<file path="src/rtl/instr_encoder_loader_if.sv">
// instr_encoder_loader_if: field-bundle input channel and imem write channel of the instruction loader
interface instr_encoder_loader_if;
  logic        in_valid;
  logic        in_ready;
  logic [2:0]  in_class;
  logic [4:0]  in_rd;
  logic [4:0]  in_rs1;
  logic [4:0]  in_rs2;
  logic [2:0]  in_funct3;
  logic        in_funct7b5;
  logic [20:0] in_imm;
  logic        in_last;
  logic        imem_we;
  logic        imem_ready;
  logic [31:0] imem_addr;
  logic [31:0] imem_wdata;
  modport master (
    output in_valid, in_class, in_rd, in_rs1, in_rs2, in_funct3, in_funct7b5, in_imm, in_last, imem_ready,
    input  in_ready, imem_we, imem_addr, imem_wdata
  );
  modport slave (
    input  in_valid, in_class, in_rd, in_rs1, in_rs2, in_funct3, in_funct7b5, in_imm, in_last, imem_ready,
    output in_ready, imem_we, imem_addr, imem_wdata
  );
endinterface

</file>
<file path="src/rtl/instr_encoder_loader.sv">
// instr_encoder_loader: packs RV32I field bundles into instruction words and streams them into imem
module instr_encoder_loader #(
  parameter logic [31:0] BASE_ADDR = 32'h0000_0000,
  parameter int          MAX_WORDS = 256
) (
  input  logic                         clk,
  input  logic                         rst_n,
  input  logic                         start,
  instr_encoder_loader_if.slave        bus,
  output logic                         busy,
  output logic                         done,
  output logic [8:0]                   word_count,
  output logic                         err_illegal,
  output logic                         err_imm,
  output logic                         err_ovf
);
  localparam logic [1:0] IDLE = 2'd0;
  localparam logic [1:0] LOAD = 2'd1;
  localparam logic [1:0] DONE = 2'd2;
  logic [1:0]  state;
  logic [31:0] addr;
  logic [31:0] wdata;
  logic [31:0] enc;
  logic [20:0] imm;
  logic [2:0]  cls;
  logic [4:0]  rd;
  logic [4:0]  rs1;
  logic [4:0]  rs2;
  logic [2:0]  f3;
  logic        we;
  logic        last_seen;
  logic        rdy;
  logic        acc;
  logic        good;
  logic        bad;
  logic        ill;
  logic        ovf;
  logic        fit12;
  logic        fit13;
  logic        full;
  logic        hs;
  logic        finish;
  assign imm = bus.in_imm;
  assign cls = bus.in_class;
  assign rd  = bus.in_rd;
  assign rs1 = bus.in_rs1;
  assign rs2 = bus.in_rs2;
  assign f3  = bus.in_funct3;
  always_comb begin
    fit12  = imm[20:11] == {10{imm[11]}};
    fit13  = imm[20:12] == {9{imm[12]}};
    ill    = cls > 3'd5;
    bad    = (cls == 3'd1 || cls == 3'd2 || cls == 3'd4) ? !fit12 :
             cls == 3'd3 ? (!fit13 || imm[0]) : (cls == 3'd5 && imm[0]);
    enc    = cls == 3'd0 ? {1'b0, bus.in_funct7b5, 5'b0, rs2, rs1, f3, rd, 7'b0110011} :
             cls == 3'd1 ? {imm[11:0], rs1, 3'b010, rd, 7'b0000011} :
             cls == 3'd2 ? {imm[11:5], rs2, rs1, 3'b010, imm[4:0], 7'b0100011} :
             cls == 3'd3 ? {imm[12], imm[10:5], rs2, rs1, 3'b000, imm[4:1], imm[11], 7'b1100011} :
             cls == 3'd4 ? {imm[11:0], rs1, f3, rd, 7'b0010011} :
                           {imm[20], imm[10:1], imm[11], imm[19:12], rd, 7'b1101111};
    hs     = we && bus.imem_ready;
    full   = {1'b0, word_count} + {9'd0, we} >= 10'(MAX_WORDS);
    rdy    = state == LOAD && (!we || bus.imem_ready) && !last_seen && !full;
    acc    = bus.in_valid && rdy;
    good   = acc && !ill && !bad;
    ovf    = state == LOAD && bus.in_valid && !we && !last_seen && word_count == 9'(MAX_WORDS);
    finish = ovf || (state == LOAD && last_seen && (!we || bus.imem_ready));
  end
  assign bus.in_ready   = rdy;
  assign bus.imem_we    = we;
  assign bus.imem_addr  = addr;
  assign bus.imem_wdata = wdata;
  assign busy           = state != IDLE;
  assign done           = state == DONE;
  always_ff @(posedge clk or negedge rst_n) begin
    if (!rst_n) begin
      state       <= IDLE;
      we          <= 1'b0;
      addr        <= BASE_ADDR;
      wdata       <= '0;
      word_count  <= '0;
      last_seen   <= 1'b0;
      err_illegal <= 1'b0;
      err_imm     <= 1'b0;
      err_ovf     <= 1'b0;
    end else if (state == IDLE) begin
      if (start) begin
        state       <= LOAD;
        addr        <= BASE_ADDR;
        word_count  <= '0;
        last_seen   <= 1'b0;
        err_illegal <= 1'b0;
        err_imm     <= 1'b0;
        err_ovf     <= 1'b0;
      end
    end else if (state == DONE) begin
      state <= IDLE;
    end else begin
      we <= good || (we && !bus.imem_ready);
      if (good) wdata <= enc;
      if (hs) addr <= addr + 32'd4;
      if (hs) word_count <= word_count + {8'd0, word_count != 9'(MAX_WORDS)};
      if (acc && bus.in_last) last_seen <= 1'b1;
      if (acc && ill) err_illegal <= 1'b1;
      if (acc && bad) err_imm <= 1'b1;
      if (ovf) err_ovf <= 1'b1;
      if (finish) state <= DONE;
    end
  end
endmodule

</file>
<file path="src/flat_wrapper.sv">
// flat-port wrapper written by rule: the top's interface ports become plain ports
module instr_encoder_loader_flat 
#(
  parameter logic [31:0] BASE_ADDR = 32'h0000_0000,
  parameter int          MAX_WORDS = 256
)
  (clk, rst_n, start, busy, done, word_count, err_illegal, err_imm, err_ovf, bus_in_valid, bus_in_class, bus_in_rd, bus_in_rs1, bus_in_rs2, bus_in_funct3, bus_in_funct7b5, bus_in_imm, bus_in_last, bus_imem_ready, bus_in_ready, bus_imem_we, bus_imem_addr, bus_imem_wdata);
  instr_encoder_loader_if bus_i ();
  input  logic clk;
  input  logic rst_n;
  input  logic start;
  output logic busy;
  output logic done;
  output logic [8:0] word_count;
  output logic err_illegal;
  output logic err_imm;
  output logic err_ovf;
  input wire logic [$bits(bus_i.in_valid)-1:0] bus_in_valid;
  input wire logic [$bits(bus_i.in_class)-1:0] bus_in_class;
  input wire logic [$bits(bus_i.in_rd)-1:0] bus_in_rd;
  input wire logic [$bits(bus_i.in_rs1)-1:0] bus_in_rs1;
  input wire logic [$bits(bus_i.in_rs2)-1:0] bus_in_rs2;
  input wire logic [$bits(bus_i.in_funct3)-1:0] bus_in_funct3;
  input wire logic [$bits(bus_i.in_funct7b5)-1:0] bus_in_funct7b5;
  input wire logic [$bits(bus_i.in_imm)-1:0] bus_in_imm;
  input wire logic [$bits(bus_i.in_last)-1:0] bus_in_last;
  input wire logic [$bits(bus_i.imem_ready)-1:0] bus_imem_ready;
  output wire logic [$bits(bus_i.in_ready)-1:0] bus_in_ready;
  output wire logic [$bits(bus_i.imem_we)-1:0] bus_imem_we;
  output wire logic [$bits(bus_i.imem_addr)-1:0] bus_imem_addr;
  output wire logic [$bits(bus_i.imem_wdata)-1:0] bus_imem_wdata;
  assign bus_i.in_valid = bus_in_valid;
  assign bus_i.in_class = bus_in_class;
  assign bus_i.in_rd = bus_in_rd;
  assign bus_i.in_rs1 = bus_in_rs1;
  assign bus_i.in_rs2 = bus_in_rs2;
  assign bus_i.in_funct3 = bus_in_funct3;
  assign bus_i.in_funct7b5 = bus_in_funct7b5;
  assign bus_i.in_imm = bus_in_imm;
  assign bus_i.in_last = bus_in_last;
  assign bus_i.imem_ready = bus_imem_ready;
  assign bus_in_ready = bus_i.in_ready;
  assign bus_imem_we = bus_i.imem_we;
  assign bus_imem_addr = bus_i.imem_addr;
  assign bus_imem_wdata = bus_i.imem_wdata;
  instr_encoder_loader #(.BASE_ADDR(BASE_ADDR), .MAX_WORDS(MAX_WORDS)) u_core (.clk(clk), .rst_n(rst_n), .start(start), .bus(bus_i), .busy(busy), .done(done), .word_count(word_count), .err_illegal(err_illegal), .err_imm(err_imm), .err_ovf(err_ovf));
endmodule
</file>
<file path="config.mk">
export PLATFORM = sky130hd
export DESIGN_NAME = instr_encoder_loader_flat
export DESIGN_NICKNAME = d
export VERILOG_FILES = /design/src/rtl/instr_encoder_loader_if.sv /design/src/rtl/instr_encoder_loader.sv /design/src/flat_wrapper.sv
export SDC_FILE = /design/constraint.sdc
export NUM_CORES = 1
export LEC_CHECK = 0
export CORE_MARGIN = 10
export CORE_UTILIZATION = 40
export CTS_BUF_LIST = sky130_fd_sc_hd__clkbuf_4 sky130_fd_sc_hd__clkbuf_8 sky130_fd_sc_hd__clkbuf_16
export CTS_CLUSTER_SIZE = 12
export DETAILED_ROUTE_END_ITERATION = 10
export GPL_TIMING_DRIVEN = 0
export HOLD_SLACK_MARGIN = 0.05
export PLACE_DENSITY = 0.68
export SYNTH_ARGS = -nofsm -noshare
export SYNTH_HDL_FRONTEND = slang
export SYNTH_SLANG_ARGS = --single-unit
</file>
<file path="constraint.sdc">
create_clock -name clk -period 5.27 [get_ports clk]
set_input_delay 1.581 -clock clk [delete_from_list [all_inputs] [get_ports clk]]
set_output_delay 1.581 -clock clk [all_outputs]
set_load 0.05 [all_outputs]
</file>
# Word level (Yosys, flattened, before mapping)
# Cells that the tools add are included.
classes:
  n_mul: 0
  add_sub_neg: 3
  n_shift: 0
  n_reduce_logical: 49
  n_mux: 32
  magnitude_cmp: 2
  n_div: 0
  bitwise: 2
  n_eq_ne: 13
ops:
  columns: ["op", "count"]
  rows:
  - ["32-bit 2-to-1 mux", 9]
  - ["9-bit 2-to-1 mux", 4]
  - ["32-bit by 3-bit adder with 32-bit output, second input constant", 1]
  - ["1-bit logical AND", 18]
  - ["3-bit AND reduction", 6]
  - ["1-bit 2-to-1 mux", 15]
  - ["2-bit nonzero test", 6]
  - ["9-bit by 1-bit adder with 10-bit output", 1]
  - ["10-bit by 9-bit greater-or-equal comparator with 1-bit output, second input constant", 1]
  - ["9-bit by 1-bit adder with 9-bit output", 1]
  - ["9-bit == test", 1]
  - ["9-bit == test, second input constant", 1]
  - ["9-bit inequality test, second input constant", 1]
  - ["8-bit == test", 1]
  - ["1-bit logical NOT", 8]
  - ["2-bit 2-to-1 mux", 4]
  - ["3-bit by 2-bit == test with 1-bit output, second input constant", 2]
  - ["3-bit == test, second input constant", 2]
  - ["1-bit logical OR", 6]
  - ["2-bit AND reduction", 2]
  - ["3-bit by 1-bit == test with 1-bit output, second input constant", 1]
  - ["3-bit greater-than comparator, second input constant", 1]
  - ["3-bit logical NOT", 1]
  - ["3-bit nonzero test", 1]
  - ["other kinds (6)", 7]
word_totals:
  output_inout_bits: 80
  n_memories: 0
  in_bits: 49
  latchBits: 0
  rom_bits: 0
  register_bits: 80
  wordCells: 110
  ram_bits: 0

# Depth between registers and ports, before layout
# Gate-level depths: netlist (run 1).
depth:
  depth_word: 10
  mapped_depth: 8
  depth_no_buf: 8

# Worst setup path after synthesis (run 1)
# OpenSTA, ideal clock, no wires.
synth_path:
  path_kind: "input-to-output"
  startpoint: "input bus_imem_ready"
  endpoint: "output bus_in_ready"
  t_arrival_ns: 2.524
  cell_stages: 3
  path_slack_ns: 1.165
  n_path_buf: 0
  required_ns: 3.689
  cell_sequence: "nand2b_1 nand4b_1 nor2_1"
synth_between:
  elab_chain_cells: 4
synth_rtl:
  columns: ["element", "line_no", "text"]
  rows:
  - ["from (decl)", "flat_wrapper.sv:27", "input wire logic [$bits(bus_i.imem_ready)-1:0] bus_imem_ready;"]
  - ["1-bit logical OR", "instr_encoder_loader.sv:63", "rdy = state == LOAD && (!we || bus.imem_ready) && !last_seen && !full;"]
  - ["1-bit logical AND (3 in a row)", "instr_encoder_loader.sv:63", null]
  - ["to (decl)", "flat_wrapper.sv:28", "output wire logic [$bits(bus_i.in_ready)-1:0] bus_in_ready;"]
# No other way between the ends.

# Worst setup path in the final report (run 1)
# Ends and elaborated chain as after synthesis.

==> results.rst, run 1 <==
.. list-table::
   :header-rows: 1

   * - Metric
     - Value
   * - Result of the run
     - finished, final reports clean
   * - Transition time of the tightest slew-check pin
     - about 0.9 ns
   * - Die extent in x
     - 120 um
   * - Sequential Power Share
     - 0.318
   * - Via count of the routed design
     - 3434
   * - Count of buffers from port buffering
     - 125
   * - Part of the total power dissipated in combinational logic
     - 0.488
   * - Met3 wire length
     - 1110 um
   * - Routed met2 length
     - 5180 um
   * - Static Leak
     - 0.00251 uW
   * - Critical path's most frequent cell
     - clkdlybuf4s50_1
   * - Uppermost metal layer occupied by signal nets
     - met4
   * - Maximum fanout count along the critical path
     - 4
   * - Critical-path cell list
     - clkdlybuf4s50_1 > nand2b_1 > nand4b_1 > nor2_1 > clkdlybuf4s50_1
   * - Average detailed-routed wire length per instance
     - roughly 16 um
   * - Part of the Yosys area used for sequential elements
     - 0.471
   * - Worst slack at placement
     - 0.303 ns
   * - Core ar.
     - ~9800 um2
   * - Kind of launch point of the worst setup path
     - input pin
   * - Sequential cell area
     - 1900 um2
   * - Number of different library cells in the post-synthesis netlist
     - 52
   * - Setup crit end kind
     - output pin
   * - Yosys warnings
     - 0
   * - TritonCTS clock tree
     - yes
   * - Setup-violating endpoint count in the final report
     - 0
   * - EDFF count, synth
     - 0
   * - Count of mapped cells out of synthesis
     - about 400
   * - Synth-to-Final Area Change
     - 41.3%
   * - Accumulated negative setup slack
     - 0 ns
   * - Required arrival time at the worst endpoint
     - 3.69 ns
   * - Power density over the cells
     - 451 nW/um2
   * - Total net switching power
     - 1100 uW
   * - Cell at the slowest stage of the critical path
     - clkdlybuf4s50_1
   * - # Max-Cap Violations
     - 0
   * - Detailed-router iteration count before antenna repair
     - 6
   * - Most frequent cells in the layout
     - 124 x clkdlybuf4s50_1, 76 x dfrtp_1, 52 x nand2_1
   * - First-pass GRT wire length
     - 18100 um
   * - Final WL
     - 11000 um
   * - Sum of net half-perimeters after detailed placement
     - 8620 um
   * - Layout fillers
     - 907
   * - Clock share of power
     - 0.194
   * - Number of register bits inferred by synthesis
     - 76
   * - Worst stage delay on the critical path
     - between 0.8 and 0.9 ns
   * - Overflow left after global routing
     - 0
   * - Critical Path AT
     - 3.38 ns
   * - Final Hold Viols
     - 0
   * - Worst Setup Slack, final
     - 0.313 ns
   * - Max H-tree Level
     - 3
   * - FP Rows
     - 36
   * - Setup repair after global routing missed its margin
     - false
   * - Number of gates resized after cts
     - 0
   * - Maximum number of pins on one net before global-route repair
     - a little under 50
   * - Vert. Die Dim
     - between 100 and 150 um
   * - Final number of max-transition violations
     - 0
   * - Final GP Congestion
     - around 0.83
   * - Clock tree skew after final layout
     - 0.00783 ns
   * - Minimum period implied by the final worst setup slack
     - about 5.0 ns
   * - Category of the most critical setup path
     - input pin to output pin
   * - Maximum number of buffers from clock root to sink
     - 2
   * - Sink count of the clock tree
     - between 70 and 80
   * - Rel. slew slack
     - 0.367
   * - Remaining antenna violation count after routing
     - 0
   * - Class of the tightest hold or removal check
     - register to register
   * - Multi-input gate area in the final layout
     - 1980 um2
   * - GRT Total Usage
     - 0.152
   * - Switching portion of total power
     - 0.429
   * - Post-CTS Setup Inserts
     - 0
   * - Most common flop cell mapped by yosys
     - dfrtp_1
   * - Floorplan die area
     - 14500 um2
   * - CTS root buf
     - clkbuf_8
   * - Clk_lat worst skew
     - 0.35 ns
   * - Initial Util
     - 0.411
   * - Worst-case vdd ir drop
     - a little over 0.3 mV
   * - Post-CTS Hold Fix Bufs
     - 0
   * - First DRT Iteration DRCs
     - 153
   * - Clock transition at the registers of the reported paths
     - 0.08 ns
   * - Routed metal-1 wirelength
     - 4620 um
   * - CTS buffer count
     - 9
   * - Leading cell type in the layout, fill and taps excluded
     - clkdlybuf4s50_1
   * - Net total in the final layout
     - 589
   * - Pint
     - 1470 uW
   * - Vias per cell
     - 5.09
   * - Vias in the first global route
     - 3511
   * - Share of layout cells above drive strength 1
     - 0.115
   * - Synth Area per Inst
     - 10.1 um2
   * - Period utilisation layout
     - 0.941
   * - Drt drc
     - 0
   * - Async S/R FF share, synth
     - 1.00
   * - Max Clock Freq
     - 202 MHz
   * - Number of antenna violations at the first check in global routing
     - 0
   * - Diodes inserted
     - 0
   * - Boundary Pins
     - 129
   * - Post-Syn Area
     - 4040 um2
==> cell type report <==
type / instances / share of cell area
Sequential cell: 76 / 0.334
Clock inverter: 4 / 0.0129
Multi-Input combinational cell: 291 / 0.348
Inverter: 15 / 0.00987
Timing Repair Buffer: 126 / 0.224
Clock buffer: 11 / 0.0255
Buffer: 18 / 0.0176
Tap cell: 133 / 0.0292
==> cell usage after synthesis, drive strengths merged (2+ instances only) <==
master,n,area share
xor2,19,0.041
dfrtp,76,0.47
nor4,7,0.012
a21oi,10,0.012
a211oi,3,0.0068
ha,3,0.0093
nor2,40,0.037
o21a,2,0.0037
mux2i,6,0.015
o2111ai,2,0.0043
nand4,12,0.019
buf,8,0.015
nor2b,5,0.0077
and3,5,0.0077
nand2b,6,0.0093
mux2,28,0.094
nand4b,3,0.0065
o21ai,10,0.012
nor3,8,0.011
a22o,9,0.020
a211o,2,0.0043
clkbuf,10,0.0093
or3,7,0.011
or4,4,0.0084
xnor2,10,0.022
nand2,52,0.048
o211ai,5,0.011
nand3,18,0.022
inv,15,0.014
==> logic make-up after synthesis <==
family,synth area share
AND/OR/NAND/NOR,0.212
flip-flops,0.471
AO/OA/AOI/OAI,0.0958
multiplexers,0.109
buffers and inverters,0.0387
XOR/XNOR,0.0629
adder cells (fa/ha/maj),0.00930
other,0.000929
==> state kept, by name, indices dropped and copies added, names as in the netlist <==
| register | flops |
|---|---|
| u_core.bus.imem_we | 1 |
| u_core.state | 2 |
| u_core.err_ovf | 1 |
| u_core.last_seen | 1 |
| u_core.err_imm | 1 |
| u_core.bus.imem_addr | 30 |
| u_core.word_count | 9 |
| u_core.err_illegal | 1 |
| u_core.bus.imem_wdata | 30 |
==> per-layer routing <==
layer / vias up / global-route usage
li1: 1673 / -
met1: 1641 / 0.175
met2: 110 / 0.247
met3: 10 / 0.0731
met4: 0 / 0.0460
met5: - / 0
==> critical path, delay by kind of cell <==
kind	cells	cell delay, ns
and+or+nand+nor	3	0.45
buffers and inverters	2	1.35
==> path summary, 6_finish.rpt <==
check / start / to / slack [ns] / cells after the start
worst max-delay path: bus_imem_ready / bus_in_ready / 0.31 / 5
worst min register to register: u_core.err_imm / u_core.err_imm / 0.51 / 1
min in group asynchronous: rst_n / u_core.bus.imem_addr[19] / 1.16 / 1
worst min-delay path: u_core.err_imm / u_core.err_imm / 0.51 / 1
max in group asynchronous: rst_n / u_core.bus.imem_wdata[24] / 3.54 / 2
worst max register to register: u_core.state[1] / u_core.bus.imem_addr[28] / 2.81 / 6
==> per-stage QoR <==
step / util / hold WS [ns] / power, uW / instance area [um2] / cells
2_1_floorplan: - / 0.510 / 1640 / 4040 / 400
3_3_place_gp: 0.556 / 0.477 / 2080 / 5460 / 658
3_5_place_dp: 0.558 / 0.487 / 2090 / 5480 / 659
4_1_cts: 0.581 / 0.514 / 2600 / 5700 / 674
5_1_grt: 0.581 / 0.535 / 2700 / 5700 / 674
6_report: 0.581 / 0.508 / 2570 / 5700 / 674
==> power by group through the flow <==
stage | Clock, uW | Combinational, uW | Sequential (uW)
CTS | 509 | 1270 | 818
detailed placement | 0 | 1270 | 822
floorplan | 0 | 377 | 1270
finish | 499 | 1250 | 817
global route | 539 | 1320 | 837
global placement | 0 | 1260 | 822
Note: power is estimated with default switching activity, not from simulation.
==> run 2, diff against run 1 <==
--- a/config.mk
+++ b/config.mk
@@ -6,13 +6,12 @@
 export NUM_CORES = 1
 export LEC_CHECK = 0
 export CORE_MARGIN = 10
-export CORE_UTILIZATION = 40
+export CORE_UTILIZATION = 25
 export CTS_BUF_LIST = sky130_fd_sc_hd__clkbuf_4 sky130_fd_sc_hd__clkbuf_8 sky130_fd_sc_hd__clkbuf_16
-export CTS_CLUSTER_SIZE = 12
 export DETAILED_ROUTE_END_ITERATION = 10
 export GPL_TIMING_DRIVEN = 0
 export HOLD_SLACK_MARGIN = 0.05
-export PLACE_DENSITY = 0.68
+export PLACE_DENSITY = 0.46
 export SYNTH_ARGS = -nofsm -noshare
 export SYNTH_HDL_FRONTEND = slang
 export SYNTH_SLANG_ARGS = --single-unit
==> run 2 against run 1 <==
Effect of this change:
- clock power rose by 48%
- register-to-register slack worse by 0.05 ns
- design area up 4.1%
- clock skew is 0.00086 ns lower
- final cell count is 12% higher
- critical path depth is the same
- sequential share of layout area is 1.3 points lower
- first-iteration DRC count is 2.0% higher
==> results.rst, run 2 (synthesized netlist as in run 1, its figures left out) <==
.. list-table::
   :header-rows: 1

   * - Metric
     - Value
   * - Result of the run
     - finished, final reports clean
   * - Net total in the final layout
     - 589 (unchanged)
   * - Multi-input gate area in the final layout
     - 1980 um2 (unchanged)
   * - Worst reg2reg endpoint
     - u_core.bus.imem_addr[31]
   * - CTS buffer count
     - 9 (unchanged)
   * - TritonCTS clock tree
     - yes
   * - R2r worst-path depth
     - 6 (unchanged)
   * - Sum of net half-perimeters after detailed placement
     - 9780 um (+13%)
   * - Category of the most critical setup path
     - input pin to output pin
   * - Share of layout cells above drive strength 1
     - 0.116 (+0.00163)
   * - Count of buffers from port buffering
     - 125 (unchanged)
   * - Slack of the worst reg-to-reg path
     - 2.76 ns (-0.05 ns)
   * - Sequential cell area
     - 1900 um2 (unchanged)
   * - Average detailed-routed wire length per instance
     - 16.8 um (+2.8%)
   * - First-pass GRT wire length
     - 20100 um (+11%)
   * - First DRT Iteration DRCs
     - 156 (+2.0%)
   * - Setup crit end kind
     - output pin
   * - Cell area after placement
     - 5580 um2 (+1.8%)
   * - Synth-to-Final Area Change
     - 47.0%
   * - Leading cell type in the layout, fill and taps excluded
     - clkdlybuf4s50_1
   * - Floorplan die area
     - 21600 um2 (+49%)
   * - Boundary Pins
     - 129 (unchanged)
   * - Post-CTS Hold Fix Bufs
     - 0 (unchanged)
   * - Power density over the cells
     - 475 nW/um2 (+5.5%)
   * - Maximum number of pins on one net before global-route repair
     - 41 (-16%)
   * - Maximum number of buffers from clock root to sink
     - 2 (unchanged)
   * - Most frequent cells in the layout
     - 124 x clkdlybuf4s50_1, 76 x dfrtp_1, 52 x nand2_1
   * - Setup repair after global routing missed its margin
     - false
   * - Initial Util
     - 0.255 (-0.156)
   * - Minimum period implied by the final worst setup slack
     - 4.98 ns (+0.0232 ns)
   * - Vias per cell
     - 4.53 (-11%)
   * - Rel. slew slack
     - 0.412 (+0.0450)
   * - Required arrival time at the worst endpoint
     - 3.69 ns (about the same)
   * - CTS root buf
     - clkbuf_16
   * - Clock tree skew after final layout
     - 0.00697 ns (-0.000857 ns)
   * - Layout fillers
     - 1581 (+74%)
   * - Clk_lat worst skew
     - 0.34 ns (about the same)
   * - Vert. Die Dim
     - 147 um (+22%)
   * - Worst Setup Slack, final
     - 0.290 ns (-0.0232 ns)
   * - FP Rows
     - 46 (+28%)
   * - Worst hold path endpoint
     - u_core.bus.imem_wdata[1]
   * - Post-CTS Setup Inserts
     - 0 (unchanged)
   * - Overall power
     - 2820 uW (+9.8%)
   * - Final number of max-transition violations
     - 0 (unchanged)
   * - Worst-case vdd ir drop
     - 0.242 mV (-20%)
   * - Final Hold Viols
     - 0 (unchanged)
   * - Kind of launch point of the worst setup path
     - input pin
   * - Core ar.
     - 15800 um2 (+61%)
   * - Maximum fanout count along the critical path
     - 4 (unchanged)
   * - Max H-tree Level
     - 3 (unchanged)
   * - Vias in the first global route
     - 3574 (+1.8%)
   * - Remaining antenna violation count after routing
     - 0 (unchanged)
   * - Class of the tightest hold or removal check
     - register to register
   * - Clock transition at the registers of the reported paths
     - 0.06 ns (-0.02 ns)
   * - Via count of the routed design
     - 3432 (-0.058%)
   * - Non-Filler Cell Area, Final
     - 5930 um2 (+4.1%)
   * - Die extent in x
     - 147 um (+22%)
   * - Critical Path AT
     - 3.40 ns (+0.02 ns)
   * - Worst R2R Start
     - u_core.state[0]
   * - Overflow left after global routing
     - 0 (unchanged)
   * - Number of cells on the worst hold path
     - 1 (unchanged)
   * - Detailed-router iteration count before antenna repair
     - 4 (-2)
   * - Number of antenna violations at the first check in global routing
     - 0 (unchanged)
   * - Sink count of the clock tree
     - 76 (unchanged)
   * - Final WL
     - 12800 um (+16%)
   * - Drt drc
     - 0 (unchanged)
   * - Max Clock Freq
     - 201 MHz (-0.47%)
   * - Static Leak
     - 0.00257 uW (+2.4%)
   * - Transition time of the tightest slew-check pin
     - 0.860 ns (-0.0657 ns)
   * - Period utilisation layout
     - 0.945 (+0.00439)
   * - Worst slack at placement
     - 0.284 ns (-0.0187 ns)
   * - Launch instance of the worst min-delay path
     - u_core.bus.imem_wdata[1]
   * - # Max-Cap Violations
     - 0 (unchanged)
   * - Number of gates resized after cts
     - 0 (unchanged)
   * - Core Util, Final
     - 0.375 (-0.206)
   * - Setup-violating endpoint count in the final report
     - 0 (unchanged)
   * - Final GP Congestion
     - 0.753 (-9.7%)
   * - GRT Total Usage
     - 0.117 (-0.0349)
   * - Diodes inserted
     - 0 (unchanged)
==> run 2: cell types whose count changed in the layout (fill, tap and decap cells not counted), sizes merged <==
cell,previous run,this run
clkinv,2,1
clkbuf,21,22
bufinv,2,3
==> run 2: worst max-delay path by stage <==
stage / slack (ns) / cells past startpoint / start / endpoint
floorplan: 1.17 / 3 / bus_imem_ready / bus_in_ready
global placement: -0.42 / 1 / rst_n / u_core.bus.imem_wdata[23]
detailed placement: 0.28 / 5 / bus_imem_ready / bus_in_ready
CTS: 0.28 / 5 / bus_imem_ready / bus_in_ready
global route: 0.22 / 5 / bus_imem_ready / bus_in_ready
finish: 0.29 / 5 / bus_imem_ready / bus_in_ready
==> run 2: layout make-up <==
| class | count | area share |
|---|---|---|
| plain buffers | 18 | 0.0169 |
| repair buffers | 126 | 0.214 |
| well taps | 216 | 0.0455 |
| flip-flops and latches | 76 | 0.320 |
| clock inverters | 4 | 0.0160 |
| clock buffers | 12 | 0.0439 |
| multi-input cells | 291 | 0.334 |
| inverters | 15 | 0.00949 |
==> run 2: power breakdown <==
part | switching [uW] | internal, uW
Sequential | 99.1 | 722
Combinational | 799 | 463
Clock | 245 | 493
==> run 2: through the flow <==
step | setup TNS [ns] | instances | hold WS (ns)
floorplan | 0 | 400 | 0.510
global placement | -31.26 | 741 | 0.477
detailed placement | 0 | 742 | 0.481
CTS | 0 | 758 | 0.498
global route | 0 | 758 | 0.515
finish | 0 | 758 | 0.497
==> run 2: per-layer routing <==
layer / track usage / wire [um] / part of all wire
met4: 0.0268 / 88 / 0.0069
met3: 0.0728 / 1500 / 0.12
met5: 0 / 0 / 0
met1: 0.135 / 5420 / 0.43
met2: 0.181 / 5750 / 0.45
==> run 2: worst max-delay path, cell delays in order <==
cell             delay [ns]
clkdlybuf4s50_1        0.51
nand2b_1               0.16
nand4b_1               0.16
nor2_1                 0.16
clkdlybuf4s50_1        0.82
